--- src/rtl/axi_lite_master_if.sv ---
// AXI4-Lite bus bundle for axi_lite_master.
// master modport drives AW/W/AR and the B/R readies.
interface axi_lite_master_if #(
  parameter int C_ADDR_WIDTH = 9,
  parameter int C_DATA_WIDTH = 32
);
  logic [C_ADDR_WIDTH-1:0]   awaddr;
  logic [2:0]                awprot;
  logic                      awvalid;
  logic                      awready;
  logic [C_DATA_WIDTH-1:0]   wdata;
  logic [C_DATA_WIDTH/8-1:0] wstrb;
  logic                      wvalid;
  logic                      wready;
  logic [1:0]                bresp;
  logic                      bvalid;
  logic                      bready;
  logic [C_ADDR_WIDTH-1:0]   araddr;
  logic [2:0]                arprot;
  logic                      arvalid;
  logic                      arready;
  logic [C_DATA_WIDTH-1:0]   rdata;
  logic [1:0]                rresp;
  logic                      rvalid;
  logic                      rready;

  modport master (
    output awaddr, awprot, awvalid,
    input  awready,
    output wdata, wstrb, wvalid,
    input  wready,
    input  bresp, bvalid,
    output bready,
    output araddr, arprot, arvalid,
    input  arready,
    input  rdata, rresp, rvalid,
    output rready
  );

  modport slave (
    input  awaddr, awprot, awvalid,
    output awready,
    input  wdata, wstrb, wvalid,
    output wready,
    output bresp, bvalid,
    input  bready,
    input  araddr, arprot, arvalid,
    output arready,
    output rdata, rresp, rvalid,
    input  rready
  );
endinterface

--- src/rtl/axi_lite_master.sv ---
// Single-outstanding AXI4-Lite initiator: cmd port in, rsp port out.
// Optional watchdog abort: define AXI_LITE_MASTER_TIMEOUT_EN.
module axi_lite_master #(
  parameter int         C_ADDR_WIDTH     = 9,
  parameter int         C_DATA_WIDTH     = 32,
  parameter logic [2:0] C_PROT           = 3'b000,
  parameter int         C_TIMEOUT_CYCLES = 1024
) (
  input  logic                      clk,
  input  logic                      rst,
  input  logic                      cmd_valid,
  output logic                      cmd_ready,
  input  logic                      cmd_write,
  input  logic [C_ADDR_WIDTH-1:0]   cmd_addr,
  input  logic [C_DATA_WIDTH-1:0]   cmd_wdata,
  input  logic [C_DATA_WIDTH/8-1:0] cmd_wstrb,
  output logic                      rsp_valid,
  input  logic                      rsp_ready,
  output logic [C_DATA_WIDTH-1:0]   rsp_rdata,
  output logic [1:0]                rsp_resp,
  output logic                      rsp_timeout,
  axi_lite_master_if.master         axi
);

  if (C_DATA_WIDTH != 32 && C_DATA_WIDTH != 64) begin : g_bad_dw
    $error("axi_lite_master: C_DATA_WIDTH must be 32 or 64");
  end
  if (C_TIMEOUT_CYCLES < 2) begin : g_bad_to
    $error("axi_lite_master: C_TIMEOUT_CYCLES must be >= 2");
  end

  typedef enum logic [2:0] {
    S_IDLE,
    S_WR,
    S_WR_RESP,
    S_RD_ADDR,
    S_RD_DATA,
    S_RSP
  } state_t;

  state_t state;

  logic aw_hs;
  logic w_hs;
  logic b_hs;
  logic ar_hs;
  logic r_hs;
  logic aw_wait;
  logic w_wait;

  assign aw_hs   = axi.awvalid && axi.awready;
  assign w_hs    = axi.wvalid && axi.wready;
  assign b_hs    = axi.bvalid && axi.bready;
  assign ar_hs   = axi.arvalid && axi.arready;
  assign r_hs    = axi.rvalid && axi.rready;
  assign aw_wait = axi.awvalid && !axi.awready;
  assign w_wait  = axi.wvalid && !axi.wready;

`ifdef AXI_LITE_MASTER_TIMEOUT_EN
  localparam int WD_W = $clog2(C_TIMEOUT_CYCLES + 1);

  logic [WD_W-1:0] wd_cnt;
  logic            busy;
  logic            hs_any;
  logic            wd_hit;

  assign busy = (state == S_WR) ||
                (state == S_WR_RESP) ||
                (state == S_RD_ADDR) ||
                (state == S_RD_DATA);
  assign hs_any = aw_hs || w_hs || b_hs ||
                  ar_hs || r_hs;
  assign wd_hit = busy &&
    (wd_cnt == WD_W'(C_TIMEOUT_CYCLES - 1));

  // Every handshake is progress, so it restarts the window.
  always_ff @(posedge clk or negedge rst) begin
    if (!rst) begin
      wd_cnt <= '0;
    end else if (!busy || hs_any || wd_hit) begin
      wd_cnt <= '0;
    end else begin
      wd_cnt <= wd_cnt + 1'b1;
    end
  end
`else
  assign rsp_timeout = 1'b0;
`endif

  always_ff @(posedge clk or negedge rst) begin
    if (!rst) begin
      state       <= S_IDLE;
      cmd_ready   <= 1'b0;
      rsp_valid   <= 1'b0;
      rsp_rdata   <= '0;
      rsp_resp    <= '0;
      axi.awaddr  <= '0;
      axi.awprot  <= '0;
      axi.awvalid <= 1'b0;
      axi.wdata   <= '0;
      axi.wstrb   <= '0;
      axi.wvalid  <= 1'b0;
      axi.bready  <= 1'b0;
      axi.araddr  <= '0;
      axi.arprot  <= '0;
      axi.arvalid <= 1'b0;
      axi.rready  <= 1'b0;
`ifdef AXI_LITE_MASTER_TIMEOUT_EN
      rsp_timeout <= 1'b0;
`endif
    end else begin
`ifdef AXI_LITE_MASTER_TIMEOUT_EN
      if (wd_hit) begin
        axi.awvalid <= 1'b0;
        axi.wvalid  <= 1'b0;
        axi.bready  <= 1'b0;
        axi.arvalid <= 1'b0;
        axi.rready  <= 1'b0;
        rsp_valid   <= 1'b1;
        rsp_resp    <= 2'b10;
        rsp_rdata   <= '0;
        rsp_timeout <= 1'b1;
        state       <= S_RSP;
      end else
`endif
      begin
        unique case (state)
          S_IDLE: begin
            if (cmd_valid && cmd_ready) begin
              cmd_ready <= 1'b0;
              if (cmd_write) begin
                axi.awaddr  <= cmd_addr;
                axi.awprot  <= C_PROT;
                axi.wdata   <= cmd_wdata;
                axi.wstrb   <= cmd_wstrb;
                axi.awvalid <= 1'b1;
                axi.wvalid  <= 1'b1;
                state       <= S_WR;
              end else begin
                axi.araddr  <= cmd_addr;
                axi.arprot  <= C_PROT;
                axi.arvalid <= 1'b1;
                state       <= S_RD_ADDR;
              end
            end else begin
              cmd_ready <= 1'b1;
            end
          end
          // AW and W retire independently; B opens once both are gone.
          S_WR: begin
            if (aw_hs) axi.awvalid <= 1'b0;
            if (w_hs)  axi.wvalid  <= 1'b0;
            if (!aw_wait && !w_wait) begin
              axi.bready <= 1'b1;
              state      <= S_WR_RESP;
            end
          end
          S_WR_RESP: begin
            if (b_hs) begin
              rsp_resp   <= axi.bresp;
              rsp_rdata  <= '0;
              axi.bready <= 1'b0;
              rsp_valid  <= 1'b1;
              state      <= S_RSP;
            end
          end
          S_RD_ADDR: begin
            if (ar_hs) begin
              axi.arvalid <= 1'b0;
              axi.rready  <= 1'b1;
              state       <= S_RD_DATA;
            end
          end
          S_RD_DATA: begin
            if (r_hs) begin
              rsp_rdata  <= axi.rdata;
              rsp_resp   <= axi.rresp;
              axi.rready <= 1'b0;
              rsp_valid  <= 1'b1;
              state      <= S_RSP;
            end
          end
          S_RSP: begin
            if (rsp_ready) begin
              rsp_valid   <= 1'b0;
              cmd_ready   <= 1'b1;
`ifdef AXI_LITE_MASTER_TIMEOUT_EN
              rsp_timeout <= 1'b0;
`endif
              state       <= S_IDLE;
            end
          end
          default: state <= S_IDLE;
        endcase
      end
    end
  end

endmodule

--- src/flat_wrapper.sv ---
// flat-port wrapper written by rule: the top's interface ports become plain ports
module axi_lite_master_flat 
#(
  parameter int         C_ADDR_WIDTH     = 9,
  parameter int         C_DATA_WIDTH     = 32,
  parameter logic [2:0] C_PROT           = 3'b000,
  parameter int         C_TIMEOUT_CYCLES = 1024
)
  (clk, rst, cmd_valid, cmd_ready, cmd_write, cmd_addr, cmd_wdata, cmd_wstrb, rsp_valid, rsp_ready, rsp_rdata, rsp_resp, rsp_timeout, axi_awaddr, axi_awprot, axi_awvalid, axi_awready, axi_wdata, axi_wstrb, axi_wvalid, axi_wready, axi_bresp, axi_bvalid, axi_bready, axi_araddr, axi_arprot, axi_arvalid, axi_arready, axi_rdata, axi_rresp, axi_rvalid, axi_rready);
  axi_lite_master_if #(.C_ADDR_WIDTH(C_ADDR_WIDTH), .C_DATA_WIDTH(C_DATA_WIDTH)) axi_i ();
  input  logic clk;
  input  logic rst;
  input  logic cmd_valid;
  output logic cmd_ready;
  input  logic cmd_write;
  input  logic [C_ADDR_WIDTH-1:0] cmd_addr;
  input  logic [C_DATA_WIDTH-1:0] cmd_wdata;
  input  logic [C_DATA_WIDTH/8-1:0] cmd_wstrb;
  output logic rsp_valid;
  input  logic rsp_ready;
  output logic [C_DATA_WIDTH-1:0] rsp_rdata;
  output logic [1:0] rsp_resp;
  output logic rsp_timeout;
  output wire logic [$bits(axi_i.awaddr)-1:0] axi_awaddr;
  output wire logic [$bits(axi_i.awprot)-1:0] axi_awprot;
  output wire logic [$bits(axi_i.awvalid)-1:0] axi_awvalid;
  input wire logic [$bits(axi_i.awready)-1:0] axi_awready;
  output wire logic [$bits(axi_i.wdata)-1:0] axi_wdata;
  output wire logic [$bits(axi_i.wstrb)-1:0] axi_wstrb;
  output wire logic [$bits(axi_i.wvalid)-1:0] axi_wvalid;
  input wire logic [$bits(axi_i.wready)-1:0] axi_wready;
  input wire logic [$bits(axi_i.bresp)-1:0] axi_bresp;
  input wire logic [$bits(axi_i.bvalid)-1:0] axi_bvalid;
  output wire logic [$bits(axi_i.bready)-1:0] axi_bready;
  output wire logic [$bits(axi_i.araddr)-1:0] axi_araddr;
  output wire logic [$bits(axi_i.arprot)-1:0] axi_arprot;
  output wire logic [$bits(axi_i.arvalid)-1:0] axi_arvalid;
  input wire logic [$bits(axi_i.arready)-1:0] axi_arready;
  input wire logic [$bits(axi_i.rdata)-1:0] axi_rdata;
  input wire logic [$bits(axi_i.rresp)-1:0] axi_rresp;
  input wire logic [$bits(axi_i.rvalid)-1:0] axi_rvalid;
  output wire logic [$bits(axi_i.rready)-1:0] axi_rready;
  assign axi_awaddr = axi_i.awaddr;
  assign axi_awprot = axi_i.awprot;
  assign axi_awvalid = axi_i.awvalid;
  assign axi_i.awready = axi_awready;
  assign axi_wdata = axi_i.wdata;
  assign axi_wstrb = axi_i.wstrb;
  assign axi_wvalid = axi_i.wvalid;
  assign axi_i.wready = axi_wready;
  assign axi_i.bresp = axi_bresp;
  assign axi_i.bvalid = axi_bvalid;
  assign axi_bready = axi_i.bready;
  assign axi_araddr = axi_i.araddr;
  assign axi_arprot = axi_i.arprot;
  assign axi_arvalid = axi_i.arvalid;
  assign axi_i.arready = axi_arready;
  assign axi_i.rdata = axi_rdata;
  assign axi_i.rresp = axi_rresp;
  assign axi_i.rvalid = axi_rvalid;
  assign axi_rready = axi_i.rready;
  axi_lite_master #(.C_ADDR_WIDTH(C_ADDR_WIDTH), .C_DATA_WIDTH(C_DATA_WIDTH), .C_PROT(C_PROT), .C_TIMEOUT_CYCLES(C_TIMEOUT_CYCLES)) u_core (.clk(clk), .rst(rst), .cmd_valid(cmd_valid), .cmd_ready(cmd_ready), .cmd_write(cmd_write), .cmd_addr(cmd_addr), .cmd_wdata(cmd_wdata), .cmd_wstrb(cmd_wstrb), .rsp_valid(rsp_valid), .rsp_ready(rsp_ready), .rsp_rdata(rsp_rdata), .rsp_resp(rsp_resp), .rsp_timeout(rsp_timeout), .axi(axi_i));
endmodule
--- config.mk ---
export PLATFORM = sky130hd
export DESIGN_NAME = axi_lite_master_flat
export DESIGN_NICKNAME = d
export VERILOG_FILES = /design/src/rtl/axi_lite_master_if.sv /design/src/rtl/axi_lite_master.sv /design/src/flat_wrapper.sv
export SDC_FILE = /design/constraint.sdc
export NUM_CORES = 1
export LEC_CHECK = 0
export CORE_ASPECT_RATIO = 0.5
export CORE_MARGIN = 2
export CORE_UTILIZATION = 40
export DETAILED_ROUTE_END_ITERATION = 8
export MAX_ROUTING_LAYER = met4
export PLACE_DENSITY = 0.85
export SLEW_MARGIN = 20
export SYNTH_ARGS = -nofsm -noshare
export SYNTH_HDL_FRONTEND = slang
export SYNTH_SLANG_ARGS = --single-unit
--- constraint.sdc ---
create_clock -name clk -period 1.95 [get_ports clk]
set_clock_uncertainty 0.15 [all_clocks]
set_input_delay 0.585 -clock clk [delete_from_list [all_inputs] [get_ports clk]]
set_output_delay 0.585 -clock clk [all_outputs]
set_load 0.005 [all_outputs]
Yosys cells after proc, flatten, opt, wreduce, memory -nomap -nowiden
Index checks and enable logic that the tools add are counted.
- bits in registers: 98
- input bits: 91
- equality and inequality tests: 15
- multiplexer cells: 37
- bitwise logic cells: 1
- reductions and logical operators: 32
- operators by type and width (kind ; number):
    32-bit 2-to-1 mux ; 2
    32-bit case mux with 2 select lines ; 1
    3-bit 2-to-1 mux ; 6
    3-bit case mux with 6 select lines ; 1
    1-bit 2-to-1 mux ; 16
    4-bit AND reduction ; 4
    3-bit AND reduction ; 5
    2-bit by 1-bit != test with 1-bit output (second input constant) ; 7
    1-bit case mux with 2 select lines ; 6
    2-bit nonzero test ; 6
    1-bit logical AND ; 9
    3-bit by 2-bit == test with 1-bit output (second input constant) ; 2
    3-bit == test (second input constant) ; 2
    2-bit 2-to-1 mux ; 3
    2-bit != test (second input constant) ; 3
    6-bit AND reduction ; 1
    1-bit zero test ; 4
    2-bit case mux with 2 select lines ; 1
    3-bit by 1-bit == test with 1-bit output (second input constant) ; 1
    3-bit zero test ; 1
    1-bit case mux with 3 select lines ; 1
    3-bit nonzero test ; 1
    2-bit AND reduction ; 1
    1-bit NOT ; 1

Longest topological paths before layout
Gate-level depths: netlist of the first run.
- word-level depth: 6
- mapped depth: 6

Least setup slack after synthesis of the first run
OpenSTA, ideal clock, no wires.
- path type: input to register
- start: input port cmd_valid
- end: register u_core.axi.wdata[0]
- setup time: 0.125 ns
- data arrival time: 1.541 ns
- data required time: 1.675 ns
- path slack: 0.133 ns
- cell stages on the path: 6
- path buffers: 2
- cells stage by stage: nand2_1 -> nor4_4 -> nand2_1 -> buf_4 -> buf_6 -> mux2_4
- longest elaborated chain between the ends: 2
- ends and longest elaborated chain (element ; line ; RTL):
    from (decl) ; flat_wrapper.sv:13 ; input logic cmd_valid;
    1-bit logical AND ; axi_lite_master.sv:129 ; if (cmd_valid && cmd_ready) begin
    3-bit AND reduction (no line) ; - ;
    to (signal assigned) ; axi_lite_master.sv:134 ; axi.wdata <= cmd_wdata;
    to (decl) ; axi_lite_master_if.sv:30 ; output wdata, wstrb, wvalid,
Every way passes these cells.
A chain may end at the register's enable or synchronous reset.

Final worst setup path of the first run
- start: register u_core.axi.wdata[20]
- end: output port axi_wdata[20]
- RTL lines (element ; line ; RTL):
    to (decl) ; flat_wrapper.sv:28 ; output wire logic [$bits(axi_i.wdata)-1:0] axi_wdata;
No word-level cell between the ends.

==> insert_results.sql, run 1 <==
INSERT INTO impl_metrics (metric_group, metric, value, unit) VALUES
('worst_setup_path', 'critical_path_cell_sequence', 'clkdlybuf4s50_1', ''),
('global_routing', 'globalRoute.totalOverflow', '0', ''),
('global_routing', 'grt_util_all_layers', '19.0', '%'),
('detailed_routing', 'totalWireLength', '10.8', 'mm'),
('floorplanning', 'die_w', '145', 'µm'),
('placement', 'hpwlAfterDp', '7.35', 'mm'),
('worst_setup_path', 'timing.critical_path.fanout_max', '2', ''),
('global_routing', 'use_met3', '4.61', '%'),
('worst_setup_path', 'setup.reg_to_reg.worst_slack', '0.15', 'ns'),
('sta', 'fin_setup_tns', '0', 'ns'),
('final_layout', 'final_nets', '580', ''),
('final_layout', 'flow.area_growth_from_synthesis', '65.4', '%'),
('global_routing', 'largest_net_degree_at_the_start_of_global_routing', '57', ''),
('worst_setup_path', 'worstSetupStartpointType', 'flop', ''),
('floorplanning', 'effective_utilization_at_floorplan', '41.8', '%'),
('synth', 'post_synthesis_cell_area', '0.00400', 'mm²'),
('synth', 'average_cell_area_after_synthesis', '14.5', 'µm²'),
('synth', 'yosys.cell_types.count', '30', ''),
('final_layout', 'layout.filler_cells', '659', ''),
('final_layout', 'layout-drive-gt1-share', '22.7', '%'),
('detailed_routing', 'dr_vias', '3039', ''),
('synth', 'flip_flop_and_latch_count_after_synthesis', '98', ''),
('synth', 'synth_cells', '275', ''),
('detailed_routing', 'route.detailed.vias_per_inst', '4.84', ''),
('global_routing', 'via_count_of_the_first_global_routing_pass', '2996', ''),
('placement', 'globalplace.congestion', '0.753', ''),
('clock_network', 'clock_insertion_delay_worst_skew', '0.33', 'ns'),
('power', 'cellLeakagePower', '0.00373', 'µW'),
('power', 'ratio_of_total_power_to_cell_area', '1480', 'mW/mm²'),
('global_routing', 'grt_pass1_wl', '15.6', 'mm'),
('clock_network', 'numClockSinks', '98', ''),
('worst_setup_path', 'critical_path_arrival', '1.19', 'ns'),
('sta', 'finalCriticalPeriod', '1.93', 'ns'),
('floorplanning', 'core', '0.00957', 'mm²'),
('sta', 'report.final.slew_viol_count', '0', ''),
('clock_network', 'clk_transition_reported_paths', '0.07', 'ns'),
('sta', 'report.final.hold_viol_count', '0', ''),
('sta', 'relative_max_transition_margin', '64.2', '%'),
('flow_run', 'cap_violations', '0', ''),
('clock_network', 'clock_tree.buffer_depth', '2', ''),
('placement', 'io_buffer_count', '185', ''),
('clock_network', 'tritoncts', 'done', ''),
('worst_setup_path', 'worstReg2RegEnd', 'u_core.axi.araddr[7]$_DFFE_PN0P_', ''),
('floorplanning', 'ioPinCount', '193', ''),
('global_routing', 'antenna_found_initial', '0', ''),
('floorplanning', 'die_area', '0.0109', 'mm²'),
('clock_network', 'clockRootBuffer', 'sky130_fd_sc_hd__clkbuf_16', ''),
('sta', 'final.hold.worst_slack', '0.0824', 'ns'),
('clock_network', 'h-tree-depth', '3', ''),
('floorplanning', 'die-height', '74.7', 'µm'),
('worst_setup_path', 'rr_worst_depth', '4', ''),
('detailed_routing', 'antenna_violating_nets_remaining', '0', ''),
('worst_setup_path', 'worst_ep_required_time', '1.21', 'ns'),
('detailed_routing', 'drt_pre_antenna_iters', '4', ''),
('worst_setup_path', 'timing.critical_path.slowest_stage_cell', 'sky130_fd_sc_hd__clkdlybuf4s50_1', ''),
('sta', 'worst_margin_pin_slew', '0.537', 'ns'),
('global_routing', 'grt.met2_usage', '33.7', '%'),
('global_routing', 'global_route.peak_usage_layer', 'met2', ''),
('worst_setup_path', 'worst-path-buf-inv', '1', ''),
('sta', 'achievable-frequency', '519', 'MHz'),
('worst_setup_path', 'timing.rr.start', 'u_core.state[2]$_DFFE_PN0P_', ''),
('worst_setup_path', 'cp_top_family', 'buffers and inverters', ''),
('floorplanning', 'rows', '25', ''),
('global_routing', 'grt_util_met1', '22.2', '%'),
('run_status', 'run_status', 'completed', ''),
('clock_network', 'cts_inserted_buffers', '9', ''),
('worst_setup_path', 'worstSetupPathType', 'flop to primary output', ''),
('worst_setup_path', 'end_kind', 'primary output', ''),
('final_layout', 'layout_commonest_cell', 'sky130_fd_sc_hd__dfrtp_1', ''),
('worst_setup_path', 'critical_path_s_largest_stage_delay', '0.50', 'ns'),
('sta', 'period_share', '98.8', '%');
[Yosys cell counts]
cell type,number,area share (%)
sky130_fd_sc_hd__nor2b_1,4,0.63
sky130_fd_sc_hd__nand4b_1,2,0.44
sky130_fd_sc_hd__inv_1,3,0.28
sky130_fd_sc_hd__a22o_1,32,7.0
sky130_fd_sc_hd__conb_1,1,0.094
sky130_fd_sc_hd__o31ai_1,3,0.56
sky130_fd_sc_hd__o22ai_1,1,0.16
sky130_fd_sc_hd__a31oi_1,4,0.63
sky130_fd_sc_hd__nand2_1,17,1.6
sky130_fd_sc_hd__a221oi_1,2,0.44
sky130_fd_sc_hd__clkbuf_1,3,0.28
sky130_fd_sc_hd__nor4_4,1,0.53
sky130_fd_sc_hd__a21oi_1,3,0.38
sky130_fd_sc_hd__nand3_1,1,0.13
sky130_fd_sc_hd__dfrtp_1,98,61
sky130_fd_sc_hd__mux2i_1,3,0.75
sky130_fd_sc_hd__buf_6,3,0.85
sky130_fd_sc_hd__buf_4,9,1.7
sky130_fd_sc_hd__a32oi_1,1,0.22
sky130_fd_sc_hd__nor2_1,8,0.75
sky130_fd_sc_hd__mux2_4,28,11
sky130_fd_sc_hd__nor3b_2,1,0.31
sky130_fd_sc_hd__o21ai_0,4,0.50
sky130_fd_sc_hd__buf_2,9,1.1
sky130_fd_sc_hd__a221o_1,1,0.25
sky130_fd_sc_hd__nand2b_1,3,0.47
sky130_fd_sc_hd__mux2_2,26,7.3
sky130_fd_sc_hd__a21o_1,2,0.38
sky130_fd_sc_hd__and3_1,1,0.16
sky130_fd_sc_hd__a41oi_1,1,0.22
[power breakdown]
part	total, µW	internal, µW	switching (µW)	leakage (µW)
Combinational	4350	2840	1510	0.00236
Clock	1770	1030	746	0.000142
Sequential	3670	3060	607	0.00122
[metal layers]
metal / share of wire (%) / wire length [µm]
met1: 40 / 4280
met2: 54 / 5820
met3: 4.3 / 461
met4: 2.2 / 233
met5: 0 / 0
[registers in the layout, summed over array words and instances (netlist names), 2 cells and up]
| register | count |
|---|---|
| u_core.axi.awaddr | 9 |
| u_core.rsp_rdata | 32 |
| u_core.axi.wstrb | 4 |
| u_core.rsp_resp | 2 |
| u_core.axi.araddr | 9 |
| u_core.state | 3 |
| u_core.axi.wdata | 32 |
[logic make-up (layout without fill, tap and decap cells)]
kind of cell / after synthesis / in the layout / share of synthesized area [%]
compound gates: 54 / 54 / 10.7
buf+inv: 27 / 239 / 4.23
flops: 98 / 98 / 61.3
mux: 57 / 57 / 18.6
other cells: 1 / 7 / 0.0938
simple gates: 38 / 38 / 5.01
[worst max-delay path by stage]
stage	start	endpoint	slack, ns	cells past startpoint
floorplan	cmd_valid	u_core.axi.wdata[0]$_DFFE_PN0P_	0.13	6
finish	u_core.axi.wdata[20]$_DFFE_PN0P_	axi_wdata[20]	0.02	1
detailed placement	cmd_valid	u_core.axi.wdata[0]$_DFFE_PN0P_	-0.40	6
global placement	cmd_valid	u_core.axi.wdata[0]$_DFFE_PN0P_	-0.35	6
CTS	u_core.axi.wdata[0]$_DFFE_PN0P_	axi_wdata[0]	0.0001	1
global route	u_core.axi.wdata[4]$_DFFE_PN0P_	axi_wdata[4]	-0.02	1
[layout make-up]
class	count	area, µm²	share of cell area [%]
Tap cell	135	169	2.55
Sequential cell	98	2450	37.1
Clock inverter	4	51.3	0.776
Timing Repair Buffer	221	2270	34.4
Clock buffer	11	243	3.67
Inverter	3	11.3	0.170
Multi-Input combinational cell	156	1410	21.3
[timing repair]
action / CTS / global route
cloned: 0 / 0
hold buffers: 0 / 0
buffers inserted: 9 / 10
resized for setup: 43 / 56
setup endpoints to repair: 69 / 80
[per-stage QoR]
stage	cell area (µm²)	cells	power (µW)	setup WS, ns	util, %
after CTS	6400	618	9860	0.000134	66.8
final	6610	628	9790	0.0226	69.1
after global placement	6060	594	8020	-0.354	63.3
after global routing	6610	628	10300	-0.0216	69.1
after detailed placement	6060	594	8170	-0.400	63.3
after floorplan	4020	281	5450	0.133	-
Note: power is estimated with default switching activity, not from simulation.
==> inputs of run 2 (changes only) <==
--- a/config.mk
+++ b/config.mk
@@ -9,6 +9,7 @@
 export CORE_MARGIN = 2
 export CORE_UTILIZATION = 40
 export DETAILED_ROUTE_END_ITERATION = 8
+export GPL_ROUTABILITY_DRIVEN = 0
 export MAX_ROUTING_LAYER = met4
 export PLACE_DENSITY = 0.85
 export SLEW_MARGIN = 20
==> results of run 2 <==
The final DEF is identical to that of run 1; final timing and power are the same.
==> inputs of run 3 (changes only) <==
--- a/config.mk
+++ b/config.mk
@@ -5,8 +5,8 @@
 export SDC_FILE = /design/constraint.sdc
 export NUM_CORES = 1
 export LEC_CHECK = 0
+export CAP_MARGIN = 40
 export CORE_ASPECT_RATIO = 0.5
-export CORE_MARGIN = 2
 export CORE_UTILIZATION = 40
 export DETAILED_ROUTE_END_ITERATION = 8
 export GPL_ROUTABILITY_DRIVEN = 0
==> run 3 against run 2 <==
  * Hold slack gained 0.25 ns
  * Cell count grew 1.6%
  * Critical path type is now input port to flop
  * Largest power group unchanged
  * Sequential share of layout area shrank 0.11 points
  * Non-clock buffer count grew 9
  * Total power grew 0.31%
  * Fmax grew 3.9%
==> insert_results.sql, run 3 (same netlist as run 1, synthesis figures left out) <==
INSERT INTO impl_metrics (metric_group, metric, value, unit) VALUES
('clock_network', 'clock_insertion_delay_worst_skew', '0.34', 'ns'),
('global_routing', 'via_count_of_the_first_global_routing_pass', '3197', ''),
('detailed_routing', 'drt-initial-drc-count', '110', ''),
('final_layout', 'post_layout_nonfiller_instances', '638', ''),
('floorplanning', 'die_area', '0.0104', 'mm²'),
('floorplanning', 'rows', '25', ''),
('final_layout', 'antenna_cells', '0', ''),
('detailed_routing', 'wl_per_cell', '16.4', 'µm'),
('global_routing', 'largest_net_degree_at_the_start_of_global_routing', '42', ''),
('detailed_routing', 'dr_vias', '3094', ''),
('worst_setup_path', 'critical_path_arrival', '1.93', 'ns'),
('flow_run', 'cap_violations', '0', ''),
('final_layout', 'finalCoreUtilization', '69.2', '%'),
('detailed_routing', 'drc', '0', ''),
('floorplanning', 'ioPinCount', '193', ''),
('detailed_routing', 'antenna_violating_nets_remaining', '0', ''),
('sta', 'setup_repair_after_global_routing_missed_its_margin', 'false', ''),
('sta', 'report.final.hold_viol_count', '0', ''),
('worst_setup_path', 'worst_ep_required_time', '2.03', 'ns'),
('clock_network', 'clock_tree.buffer_depth', '2', ''),
('power', 'combPwrFrac', '44.3', '%'),
('placement', 'io_buffer_count', '185', ''),
('worst_setup_path', 'cp_top_family', 'simple AND/OR/NAND/NOR gates', ''),
('sta', 'finalCriticalPeriod', '1.85', 'ns'),
('worst_setup_path', 'critical_path_cell_sequence', 'dlygate4sd2_1 > nand2_2 > nor4_4 > nor2b_4 > buf_2 > mux2_2', ''),
('power', 'power.ir.vdd_worst', '0.000589', 'V'),
('power', 'net-switching-power', '2930', 'µW'),
('final_layout', 'layout.filler_cells', '682', ''),
('worst_setup_path', 'end_kind', 'flop', ''),
('sta', 'achievable-frequency', '539', 'MHz'),
('worst_setup_path', 'timing.critical_path.fanout_max', '4', ''),
('worst_hold_path', 'min_path_type', 'flop to flop', ''),
('detailed_routing', 'route.detailed.vias_per_inst', '4.85', ''),
('final_layout', 'commonest_cells_after_routing_fill_and_taps_aside', '98 x sky130_fd_sc_hd__dfrtp_1, 88 x sky130_fd_sc_hd__clkdlybuf4s50_1, 61 x sky130_fd_sc_hd__dlygate4sd2_1, 38 x sky130_fd_sc_hd__buf_4, 35 x sky130_fd_sc_hd__dlymetal6s2s_1', ''),
('floorplanning', 'effective_utilization_at_floorplan', '41.8', '%'),
('global_routing', 'globalRoute.totalOverflow', '0', ''),
('clock_network', 'clockRootBuffer', 'sky130_fd_sc_hd__clkbuf_16', ''),
('worst_setup_path', 'critical_path_s_largest_stage_delay', '0.34', 'ns'),
('final_layout', 'layout-drive-gt1-share', '24.1', '%'),
('floorplanning', 'die_w', '143', 'µm'),
('clock_network', 'h-tree-depth', '3', ''),
('floorplanning', 'core', '0.00957', 'mm²'),
('power', 'ratio_of_total_power_to_cell_area', '1480', 'mW/mm²'),
('power', 'power.share.switching', '29.9', '%'),
('final_layout', 'flow.area_growth_from_synthesis', '65.8', '%'),
('global_routing', 'antenna_found_initial', '0', ''),
('detailed_routing', 'totalWireLength', '10.5', 'mm'),
('worst_setup_path', 'worst-path-buf-inv', '2', ''),
('clock_network', 'tritoncts', 'done', ''),
('final_layout', 'layout_commonest_cell', 'sky130_fd_sc_hd__dfrtp_1', ''),
('worst_setup_path', 'worstSetupStartpointType', 'input port', ''),
('detailed_routing', 'drt_pre_antenna_iters', '5', ''),
('run_status', 'run_status', 'completed', ''),
('clock_network', 'numClockSinks', '98', ''),
('clock_network', 'cts_inserted_buffers', '9', ''),
('floorplanning', 'die-height', '72.7', 'µm'),
('worst_setup_path', 'timing.critical_path.slowest_stage_cell', 'sky130_fd_sc_hd__nor4_4', ''),
('power', 'cellLeakagePower', '0.00356', 'µW'),
('sta', 'period_share', '95.1', '%'),
('placement', 'hpwlAfterDp', '7.26', 'mm'),
('clock_network', 'clk_transition_reported_paths', '0.07', 'ns'),
('worst_setup_path', 'worstSetupPathType', 'input port to flop', ''),
('final_layout', 'biggestRegsByFlops', 'u_core.axi.wdata: 32 flops, u_core.rsp_rdata: 32 flops', ''),
('power', 'clockPowerShare', '18.9', '%'),
('power', 'flop_pwr_share', '36.8', '%'),
('sta', 'report.final.slew_viol_count', '0', ''),
('global_routing', 'grt_pass1_wl', '16.0', 'mm'),
('global_routing', 'grt_util_all_layers', '20.9', '%'),
('placement', 'instance_count_after_placement_with_tap_cells_included', '594', ''),
('final_layout', 'final_nets', '589', ''),
('worst_setup_path', 'setup.reg_to_reg.worst_slack', '0.12', 'ns'),
('sta', 'count_of_final_setup_violators', '0', ''),
('power', 'cell_internal_power_dissipation', '6890', 'µW');
run 3: cell types whose count changed in the layout (fill, tap and decap cells not counted), sizes merged:
| cell | change |
|---|---|
| dlygate4sd3 | +1 |
| clkinvlp | +2 |
| buf | +8 |
| clkbuf | -2 |
| dlymetal6s2s | -20 |
| inv | +2 |
| clkinv | -1 |
| dlygate4sd2 | +24 |
| clkdlybuf4s50 | -4 |
run 3: final timing paths:
| check | cells after the start | startpoint | to |
|---|---|---|---|
| worst min register to register | 2 | u_core.rsp_resp[1]$_DFFE_PN0P_ | u_core.rsp_resp[1]$_DFFE_PN0P_ |
| worst min-delay path | 2 | u_core.rsp_resp[1]$_DFFE_PN0P_ | u_core.rsp_resp[1]$_DFFE_PN0P_ |
| worst max register to register | 5 | u_core.cmd_ready$_DFFE_PN0P_ | u_core.axi.araddr[1]$_DFFE_PN0P_ |
| worst max-delay path | 6 | cmd_valid | u_core.axi.araddr[1]$_DFFE_PN0P_ |
| min in group asynchronous | 2 | rst | u_core.axi.wdata[14]$_DFFE_PN0P_ |
| max in group asynchronous | 3 | rst | u_core.rsp_resp[1]$_DFFE_PN0P_ |
run 3: final cells by class:
class	instances	area, µm²	share of cell area [%]
clock inverter	7	86.3	1.30
timing repair buffer	230	2260	34.2
multi-input combinational	156	1420	21.4
sequential	98	2450	37.0
inverter	3	11.3	0.170
tap	135	169	2.55
clock buffer	9	225	3.40
run 3: worst reg2reg max path, delay by kind of cell (launching register included):
family        cells  cell delay, ns
mux               1            0.34
simple gates      3            0.67
flops             1            0.40
buf+inv           1            0.17
run 3: metrics by stage:
stage / hold slack, ns / TNS [ns] / setup slack [ns] / power (µW) / instance area [µm²]
6_report: 0.337 / 0 / 0.0953 / 9820 / 6630
5_1_grt: 0.367 / 0 / 0.0277 / 10400 / 6630
4_1_cts: 0.350 / 0 / 0.0000254 / 9890 / 6480
3_5_place_dp: 0.334 / -23.00 / -0.404 / 8160 / 6080
3_3_place_gp: 0.315 / -20.75 / -0.333 / 7990 / 6080
2_1_floorplan: 0.139 / 0 / 0.133 / 5450 / 4020
run 3: repair_timing:
action	in CTS	in global routing
pin swaps	2	0
hold buffers	1	0
endpoints found under the hold margin	16	0
endpoints found under the setup margin	76	35
resized for setup	66	35
gates cloned	1	0
setup buffers	18	8
run 3: power by group through the flow:
stage / clock [µW] / sequential [µW] / combinational (µW)
5_1_grt: 2000 / 3750 / 4670
6_report: 1860 / 3610 / 4350
2_1_floorplan: 0 / 3740 / 1710
4_1_cts: 1900 / 3630 / 4360
3_3_place_gp: 0 / 3670 / 4320
3_5_place_dp: 0 / 3710 / 4460
run 3: routing by layer:
layer  GRT usage (%)  vias to the layer above  routed length [µm]
met4            7.68                        0                 233
met5               -                        -                   0
met3            5.18                       18                 516
met2            36.0                      107                5510
li1                -                     1421                   -
met1            23.9                     1548                4230
==> variant: new RTL, config.mk and constraints of run 3 <==
Build with the macro `AXI_LITE_MASTER_TIMEOUT_EN` defined.
--- a/src/rtl/axi_lite_master.sv
+++ b/src/rtl/axi_lite_master.sv
@@ -2,2 +2,4 @@
 // Optional watchdog abort: define AXI_LITE_MASTER_TIMEOUT_EN.
+`define AXI_LITE_MASTER_TIMEOUT_EN
+
 module axi_lite_master #(
Function: no difference found for any inputs over 10 cycles, from zero or initial values and one cycle with rst low; that may be too few to reach the edited logic, so the function may still have changed.
==> variant against run 3 <==
  * Sequential share of layout area decreased by 4.1 points
  * Power increased by 19%
  * Wire length increased by 61%
  * Area after synthesis increased by 26%
  * Cell area increased by 26%
  * The flow now finishes with violations (setup timing)
  * Count of clock-buffer cells in the layout unchanged
  * Sequential cell count increased by 12
  * Core utilization increased by 0.30 points
  * First-iteration DRC count increased to 2.8 times the old value
  * Critical path type is now flop to flop
  * Setup slack got worse by 0.22 ns
==> variant: results (changes against run 3) <==
qor: placed_design.dp_hpwl 10,100 um [+39%]
qor: pwr.sequential_share_of_power 33.2% [-3.6 points]
qor: layout.register_area 2760 sq um [+12%]
qor: layout.comb.multi_input.count 271 [+74%]
qor: run_status.violations setup timing
qor: routing.vias 4,518 [+46%]
qor: timing.fin_setup_tns -8.05 ns [-8.05 ns]
qor: pwr.power.internal 7.80 mW [+13%]
qor: pwr.pg_comb 5.92 mW [+36%]
qor: layout.inverters 6 [+3]
qor: layout.layout.cell_area.non_filler 8380 sq um [+26%]
qor: clock_tree.cts-resized-gates 86 [+30%]
qor: timing.final_critical_path_setup_slack -0.123 ns [-0.218 ns]
qor: layout.clockNetworkAreaShare 3.51% [-1.2 points]
qor: layout.multi_input_area 2230 sq um [+57%]
qor: timing.final-setup-viol-count 92 [+92]
qor: pwr.clock_power_share 16.1% [-2.8 points]
qor: worst_setup_path.setup.worst_path.end u_core.rsp_rdata[11]
qor: layout.reg.largest.list u_core.axi.wdata: 32 flops, u_core.rsp_rdata: 32 flops, u_core.wd_cnt: 11 flops
qor: worst_setup_path.worstSetupStartpoint u_core.wd_cnt[0]
qor: worst_setup_path.reg2regPathDepth 7 [+2]
qor: placed_design.buffer_ports.inserted 186 [+0.54%]
qor: placed_design.place_worst_setup_slack -0.447 ns [-0.0431 ns]
qor: layout.final_nets 771 [+31%]
qor: run_status.status finished with violations
qor: layout.drive_above_1_share 31.5% [+7.4 points]
qor: worst_setup_path.critPathMaxFanout 6 [+2]
qor: yosys.synth_common_cells 110 x sky130_fd_sc_hd__dfrtp_1, 59 x sky130_fd_sc_hd__mux2_2, 48 x sky130_fd_sc_hd__nand2_1
qor: yosys.seq_area_frac_synth 54.5% [-6.8 points]
qor: grt.groute.layer.met3.usage 5.66% [+0.47 points]
qor: pwr.power.leakage 4.22 nW [+19%]
qor: grt.grt_start_max_net_pins 38 [-9.5%]
qor: grt.grt.total_usage 24.0% [+3.1 points]
qor: routing.detail_route.wirelength 16,900 um [+61%]
qor: grt.grt.met2_usage 40.6% [+4.7 points]
qor: clock_tree.post_cts.repair.setup_buffers 30 [+12]
qor: layout.buf_share 34.3% [+0.092 points]
qor: grt.number_of_global_route_vias_before_repair 4,461 [+40%]
qor: grt.grt_first_pass_wirelength 23,600 um [+48%]
qor: routing.met3_wirelength 920 um [+78%]
qor: yosys.synth.area.top_cells sky130_fd_sc_hd__dfrtp_1 55%, sky130_fd_sc_hd__mux2_2 13%, sky130_fd_sc_hd__mux2_4 8.3%
## variant: cell types whose count changed after synthesis, moves of 6 or more
cell                      before  now
sky130_fd_sc_hd__a21oi_1       3   41
sky130_fd_sc_hd__mux2_2       26   59
sky130_fd_sc_hd__a22o_1       32    0
sky130_fd_sc_hd__nand2_1      17   48
sky130_fd_sc_hd__dfrtp_1      98  110
sky130_fd_sc_hd__nor2_1        8   16
sky130_fd_sc_hd__nand4_1       0    6
## variant: cell families after synthesis
| logic type | Yosys count | share of synthesized area, % |
|---|---|---|
| AO/OA/AOI/OAI | 67 | 7.61 |
| XOR/XNOR | 8 | 1.39 |
| flip-flops | 110 | 54.5 |
| buffers and inverters | 35 | 4.24 |
| adder cells (fa/ha/maj) | 1 | 0.248 |
| AND/OR/NAND/NOR | 100 | 10.1 |
| multiplexers | 89 | 21.9 |
| other | 1 | 0.0743 |
## variant: critical path, stage by stage, from the launching register on
cell,delay [ns]
sky130_fd_sc_hd__dfrtp_1,0.40
sky130_fd_sc_hd__ha_4,0.17
sky130_fd_sc_hd__nand3_4,0.08
sky130_fd_sc_hd__nor4_4,0.36
sky130_fd_sc_hd__a21o_4,0.21
sky130_fd_sc_hd__buf_12,0.14
sky130_fd_sc_hd__buf_8,0.13
sky130_fd_sc_hd__mux2_4,0.30
## variant: metrics by stage
| step | hold slack (ns) | std cells |
|---|---|---|
| global placement | 0.337 | 782 |
| detailed placement | 0.342 | 782 |
| floorplan | 0.139 | 416 |
| CTS | 0.0122 | 830 |
| global route | 0.0171 | 848 |
| finish | 0.00679 | 848 |
